**config.mk**
```make
export PLATFORM = sky130hd
export DESIGN_NAME = piece_mover
export DESIGN_NICKNAME = d
export VERILOG_FILES = /design/src/rtl/tetris_pkg.sv /design/src/rtl/piece_mover_key_decoder.sv /design/src/rtl/piece_mover.sv
export SDC_FILE = /design/constraint.sdc
export NUM_CORES = 1
export LEC_CHECK = 0
export ABC_AREA = 1
export BUFFER_PORTS_ARGS = -buffer_cell sky130_fd_sc_hd__buf_2
export CAP_MARGIN = 0
export CORE_ASPECT_RATIO = 0.75
export CORE_MARGIN = 4
export CORE_UTILIZATION = 50
export DETAILED_ROUTE_END_ITERATION = 12
export GPL_TIMING_DRIVEN = 0
export PLACE_DENSITY = 0.79
export SKIP_LAST_GASP = 1
export SLEW_MARGIN = 0
export SYNTH_ARGS = -nofsm -noshare
export SYNTH_HDL_FRONTEND = slang
export SYNTH_SLANG_ARGS = --single-unit
```
**constraint.sdc**
```tcl
create_clock -name clock -period 4.2 [get_ports clock]
set_input_delay 0.63 -clock clock [delete_from_list [all_inputs] [get_ports clock]]
set_output_delay 0.63 -clock clock [all_outputs]
set_load 0.005 [all_outputs]
```
**src/rtl/tetris_pkg.sv**
```systemverilog
// Shared types and constants for the falling-piece controller:
// scancodes, mover states, move strobes and the LFSR feedback taps.
package tetris_pkg;

    localparam logic [7:0] KEY_LEFT  = 8'h6B;
    localparam logic [7:0] KEY_RIGHT = 8'h74;
    localparam logic [7:0] KEY_DOWN  = 8'h72;
    localparam logic [7:0] KEY_ROT   = 8'h75;
    localparam logic [7:0] KEY_DROP  = 8'h29;
    localparam logic [7:0] KEY_BREAK = 8'hF0;

    // x^8+x^6+x^5+x^4+1 as a shift-left Fibonacci LFSR: feedback from bits 7,5,4,3
    localparam logic [7:0] LFSR_TAPS = 8'hB8;

    typedef enum logic [2:0] {SPAWN, FALL, DROP, LOCK, OVER} mv_state_t;

    typedef struct packed {
        logic left;
        logic right;
        logic down;
        logic rot;
        logic drop;
    } move_t;

endpackage

```
**src/rtl/piece_mover_key_decoder.sv**
```systemverilog
// Turns PS/2 make codes into one-hot move strobes, swallowing the byte
// that follows each break prefix so key releases never trigger a move.
module key_decoder
    import tetris_pkg::*;
(
    input  logic       clock,
    input  logic       reset,
    input  logic       key_valid,
    input  logic [7:0] key_code,
    output move_t      move
);

    logic break_flag;
    logic live;

    always_ff @(posedge clock) begin
        if (reset)
            break_flag <= 1'b0;
        else if (key_valid)
            break_flag <= !break_flag && (key_code == KEY_BREAK);
    end

    assign live = key_valid && !break_flag;

    always_comb begin
        move = '0;
        if (live) begin
            case (key_code)
                KEY_LEFT:  move.left  = 1'b1;
                KEY_RIGHT: move.right = 1'b1;
                KEY_DOWN:  move.down  = 1'b1;
                KEY_ROT:   move.rot   = 1'b1;
                KEY_DROP:  move.drop  = 1'b1;
                default:   move       = '0;
            endcase
        end
    end

endmodule

```
**src/rtl/piece_mover.sv**
```systemverilog
// Active-piece controller: spawn/fall/drop/lock FSM with gravity divider,
// keyboard moves, LFSR shape choice and pixel coordinates for the renderer.
module piece_mover
    import tetris_pkg::*;
#(
    parameter int COLS       = 15,
    parameter int ROWS       = 12,
    parameter int CELL       = 40,
    parameter int PIX_W      = 10,
    parameter int SPAWN_COL  = 5,
    parameter int GRAV_DIV   = 25_000_000,
    parameter int NUM_SHAPES = 5
) (
    input  logic                     clock,
    input  logic                     reset,
    input  logic                     key_valid,
    input  logic [7:0]               key_code,
    input  logic                     blocked_l,
    input  logic                     blocked_r,
    input  logic                     blocked_d,
    input  logic                     blocked_rot,
    input  logic                     lock_ack,
    output logic [$clog2(COLS)-1:0]  col,
    output logic [$clog2(ROWS)-1:0]  row,
    output logic [1:0]               rot,
    output logic [2:0]               shape,
    output logic [PIX_W-1:0]         out_x,
    output logic [PIX_W-1:0]         out_y,
    output logic                     lock_req,
    output logic                     spawn,
    output logic                     game_over
);

    localparam int CW = $clog2(COLS);
    localparam int RW = $clog2(ROWS);
    localparam int GW = $clog2(GRAV_DIV + 1);
    localparam logic [CW-1:0] COL_MAX   = CW'(COLS - 1);
    localparam logic [RW-1:0] ROW_MAX   = RW'(ROWS - 1);
    localparam logic [GW-1:0] GRAV_LAST = GW'(GRAV_DIV - 1);

    generate
        if (COLS * CELL > (1 << PIX_W)) begin : g_bad_pix_w
            $error("piece_mover: COLS*CELL does not fit in PIX_W bits");
        end
    endgenerate

    mv_state_t       state;
    move_t           move;
    logic [7:0]      lfsr;
    logic [GW-1:0]   cnt;
    logic            tick_pend;
    logic            grav_tick;
    logic            any_move;
    logic            can_fall;

    key_decoder u_key_decoder (
        .clock     (clock),
        .reset     (reset),
        .key_valid (key_valid),
        .key_code  (key_code),
        .move      (move)
    );

    assign grav_tick = (state == FALL) && (cnt == GRAV_LAST);
    assign any_move  = |move;
    assign can_fall  = (row < ROW_MAX) && !blocked_d;

    assign out_x = PIX_W'(32'(col) * 32'(CELL));
    assign out_y = PIX_W'(32'(row) * 32'(CELL));

    always_ff @(posedge clock) begin
        if (reset) begin
            state     <= SPAWN;
            col       <= CW'(SPAWN_COL);
            row       <= '0;
            rot       <= '0;
            shape     <= '0;
            lock_req  <= 1'b0;
            spawn     <= 1'b0;
            game_over <= 1'b0;
            cnt       <= '0;
            tick_pend <= 1'b0;
            lfsr      <= 8'h01;
        end else begin
            lfsr <= {lfsr[6:0], ^(lfsr & LFSR_TAPS)};
            case (state)
                // first cycle loads the piece, second checks the spawn cell
                SPAWN: begin
                    if (!spawn) begin
                        col       <= CW'(SPAWN_COL);
                        row       <= '0;
                        rot       <= '0;
                        shape     <= 3'(lfsr % 8'(NUM_SHAPES));
                        spawn     <= 1'b1;
                        cnt       <= '0;
                        tick_pend <= 1'b0;
                    end else begin
                        spawn <= 1'b0;
                        if (blocked_d) begin
                            state     <= OVER;
                            game_over <= 1'b1;
                        end else begin
                            state <= FALL;
                        end
                    end
                end
                FALL: begin
                    cnt <= grav_tick ? '0 : cnt + GW'(1);
                    if (move.drop) begin
                        state     <= DROP;
                        tick_pend <= 1'b0;
                    end else if (any_move) begin
                        // a tick colliding with a key waits for the new blocked_* view
                        tick_pend <= tick_pend | grav_tick;
                        if (move.left && col != '0 && !blocked_l)
                            col <= col - CW'(1);
                        if (move.right && col < COL_MAX && !blocked_r)
                            col <= col + CW'(1);
                        if (move.down && can_fall) begin
                            row <= row + RW'(1);
                            cnt <= '0;
                        end
                        if (move.rot && !blocked_rot)
                            rot <= rot + 2'd1;
                    end else if (tick_pend || grav_tick) begin
                        tick_pend <= 1'b0;
                        if (can_fall) begin
                            row <= row + RW'(1);
                        end else begin
                            state    <= LOCK;
                            lock_req <= 1'b1;
                        end
                    end
                end
                DROP: begin
                    if (can_fall) begin
                        row <= row + RW'(1);
                    end else begin
                        state    <= LOCK;
                        lock_req <= 1'b1;
                    end
                end
                LOCK: begin
                    if (lock_ack) begin
                        lock_req <= 1'b0;
                        state    <= SPAWN;
                    end
                end
                OVER: ;
                default: state <= SPAWN;
            endcase
        end
    end

endmodule
```
==> results.py <==
metrics = {
    "sta": {
        "final-hold-violation-count": 0,
        "max_freq_mhz": 269.7,
        "timing_max_transition_violations_final": 0,
        "rsz0062_at_grt": "false",
        "slew_headroom_pct": 57.50,
        "final.setup.tns_ns": 0,
        "setup_viol": 0,
        "fin_crit_ns": 3.708,
        "worst-slew-pin-transition_ns": 0.6375,
        "min_period_over_period_pct": 88.28,
        "worst_setup_skew_after_layout_ns": 0.01205,
    },
    "critical_path": {
        "arrival_worst_endpoint_ns": 3.93,
        "setup.reg_to_reg.worst_slack_ns": 0.49,
        "required_ns": 4.42,
        "worst_setup_path_start_kind": "flop",
        "path_max_fanout": 5,
        "max_stage_delay_ns": 0.37,
        "worst_path_slowest_cell": "sky130_fd_sc_hd__dfxtp_2",
        "worst-setup-path-type": "flop to flop",
        "critPathMostFrequentCell": "sky130_fd_sc_hd__nand2_2",
        "worstSetupEndpointType": "flop",
        "worst-path-buf-inv": 5,
        "critical-path-top-delay-family": "simple AND/OR/NAND/NOR gates",
    },
    "grt": {
        "largest_net_degree_at_the_start_of_global_routing": 15,
        "final_global_route_overflow_total": 0,
        "grt.total_usage_pct": 19.80,
        "grt_first_pass_wirelength_um": 15190,
        "antenna_found_initial": 0,
        "grt_pass1_vias": 3520,
    },
    "logic_synthesis": {
        "yosys.cell_count.top_type": "sky130_fd_sc_hd__nand2_1",
        "mappedNetlistArea_um2": 3790,
        "synth_largest_area_cell": "sky130_fd_sc_hd__dfxtp_1",
        "yosysWarnings": 0,
        "synth_area_leaders": "sky130_fd_sc_hd__dfxtp_1 (29%), sky130_fd_sc_hd__nand2_1 (10%), sky130_fd_sc_hd__inv_1 (8.4%)",
        "synth-seq-area-share_pct": 28.52,
        "synth_seq_cells": 54,
        "yosys.area.top_type_share_pct": 28.52,
        "postSynthAreaPerCell_um2": 6.512,
        "synth_enable_flop_cells": 0,
        "ys_types": 50,
        "syn_inst": 582,
        "postSynth.asyncResetShare_pct": 0,
        "synth_top_cells_by_count": "sky130_fd_sc_hd__nand2_1 (105), sky130_fd_sc_hd__inv_1 (85), sky130_fd_sc_hd__nor2_1 (77), sky130_fd_sc_hd__dfxtp_1 (54), sky130_fd_sc_hd__a21oi_1 (44)",
        "synth_top_flop_cell": "sky130_fd_sc_hd__dfxtp_1",
    },
    "clock_network": {
        "clk-insertion-delay-late_ns": 0.31,
        "cts_hold_buf": 0,
        "cts_buffers": 5,
        "cts_buffer_depth": 2,
        "cts.sinks": 54,
        "cts.root.buffer_cell": "sky130_fd_sc_hd__clkbuf_8",
        "worst_path_clk_slew_ns": 0.10,
        "cts_tree": "done",
        "htree_levels": 2,
    },
    "placement": {
        "gpl.final_weighted_congestion": 0.9248,
        "port-buffer-count": 45,
        "place_hpwl_um": 6891,
    },
    "detailed_routing": {
        "initialDrtViolationCount": 286,
        "route.detailed.wl_per_inst_um": 12.01,
        "wl_met2_um": 3965,
        "met1_length_um": 4324,
        "drc_viols": 0,
        "via_count": 3958,
        "top_layer": "met4",
        "detail-route-antenna-nets": 0,
        "postRouteWirelength_um": 8927,
        "first_pass_iters": 5,
        "wl_met3_um": 562,
        "vias_per_cell": 5.327,
    },
    "flow_run": {
        "maxCapViolCount": 0,
    },
    "floorplanning": {
        "floorplan.core_area_um2": 7365,
        "die-height_um": 83.40,
        "rows": 27,
        "floorplan.io_pins": 52,
        "die_x_um": 108.5,
        "die_area_um2": 9051,
        "starting_density_of_the_core_pct": 51.46,
    },
    "power_and_ir_drop": {
        "p_total_mw": 1.874,
        "static-leakage-power_nw": 1.996,
        "power_per_cell_area_nw_per_um2": 438.0,
        "max-vdd-ir-drop_mv": 0.2439,
    },
    "cells_and_area": {
        "share_of_layout_cells_above_drive_strength_1_pct": 16.51,
        "n_fill_cell": 722,
        "area_growth_pct": 12.91,
        "nNetsFinal": 679,
        "antenna_cells_inserted": 0,
        "layout.core_utilization_pct": 58.10,
    },
    "min_path": {
        "holdCritPathClass": "flop to flop",
    },
    "run_status": {
        "status": "completed",
    },
}
## metal layers
metal,global-route usage (%),vias up
met4,4.358,0
met2,32.59,112
met1,27.27,1809
met5,0,-
li1,-,2025
met3,2.953,12
## cell usage in the layout (no fill, tap or decap), types with 4 or more instances in the layout
master / synthesis / layout
sky130_fd_sc_hd__dfxtp_1: 54 / 53
sky130_fd_sc_hd__nand3_2: 7 / 8
sky130_fd_sc_hd__ha_1: 18 / 17
sky130_fd_sc_hd__nand3_1: 36 / 35
sky130_fd_sc_hd__a21oi_1: 44 / 44
sky130_fd_sc_hd__nor3_1: 27 / 27
sky130_fd_sc_hd__clkbuf_1: 6 / 8
sky130_fd_sc_hd__nand4_1: 13 / 13
sky130_fd_sc_hd__xnor2_1: 5 / 5
sky130_fd_sc_hd__nand2_2: 8 / 7
sky130_fd_sc_hd__nand2_1: 105 / 105
sky130_fd_sc_hd__conb_1: 1 / 6
sky130_fd_sc_hd__o21ai_1: 5 / 4
sky130_fd_sc_hd__buf_2: 0 / 45
sky130_fd_sc_hd__buf_4: 10 / 13
sky130_fd_sc_hd__inv_2: 11 / 12
sky130_fd_sc_hd__o21ai_0: 19 / 19
sky130_fd_sc_hd__clkbuf_8: 0 / 5
sky130_fd_sc_hd__o22ai_1: 4 / 4
sky130_fd_sc_hd__nor4_1: 4 / 4
sky130_fd_sc_hd__nor2_1: 77 / 76
sky130_fd_sc_hd__inv_1: 85 / 84
## flip-flops by register name, summed over array words and instances, names as in the netlist
signal                    count
cnt                          25
lfsr                          8
col                           4
row                           4
shape                         3
state                         3
rot                           2
game_over                     1
lock_req                      1
spawn                         1
tick_pend                     1
u_key_decoder.break_flag      1
## kinds of logic after synthesis
logic type | synth area share [%]
AO/OA/AOI/OAI | 14.63
XOR/XNOR | 1.849
adder cells (fa/ha/maj) | 7.527
buffers and inverters | 12.28
flip-flops | 28.52
multiplexers | 0.2641
other | 0.09895
AND/OR/NAND/NOR | 34.83
## worst reg2reg max path, delay by kind of cell, from the launching register on
| family | cells | cell delay [ns] |
|---|---|---|
| flops | 1 | 0.37 |
| simple gates | 24 | 2.25 |
| buf+inv | 5 | 0.26 |
| fa+ha+maj | 3 | 0.58 |
| xor+xnor | 1 | 0.17 |
## per-stage QoR
stage | instance area [um^2] | worst slack (ns) | hold WS, ns | std cells
final | 4279 | 0.4923 | 0.4548 | 743
after global routing | 4279 | 0.02103 | 0.4736 | 743
after CTS | 4237 | 0.3831 | 0.4611 | 740
after detailed placement | 4160 | 0.3995 | 0.4473 | 733
after global placement | 4160 | 0.6098 | 0.4399 | 733
after floorplan | 3809 | 0.9130 | 0.4466 | 587
## power breakdown
group          total [mW]  leakage (nW)  internal, mW  switching (mW)
Clock               0.275        0.0383         0.115           0.160
Sequential          0.662         0.439         0.580          0.0825
Combinational       0.937          1.52         0.348           0.589
Total                1.87          2.00          1.04           0.831
## path summary, 6_finish.rpt
path / startpoint / endpoint / depth (start not counted)
setup reg to reg: lfsr[4] / shape[2] / 33
hold / removal: game_over / game_over / 2
setup / recovery: lfsr[4] / shape[2] / 33
hold reg to reg: game_over / game_over / 2
## cell type report
type | count | area [um^2] | share of cell area, %
multi-input cells | 419 | 2281 | 53.30
flip-flops and latches | 54 | 1082 | 25.29
inverters | 97 | 364.1 | 8.509
repair buffers | 48 | 247.7 | 5.789
well taps | 101 | 126.4 | 2.953
plain buffers | 17 | 101.3 | 2.368
clock buffers | 7 | 76.32 | 1.784
## what timing repair did
item / CTS / global route
resized for setup: 0 / 7
endpoints found under the setup margin: 0 / 3
setup buffers: 0 / 3
Power figures use the tool's default switching activity.
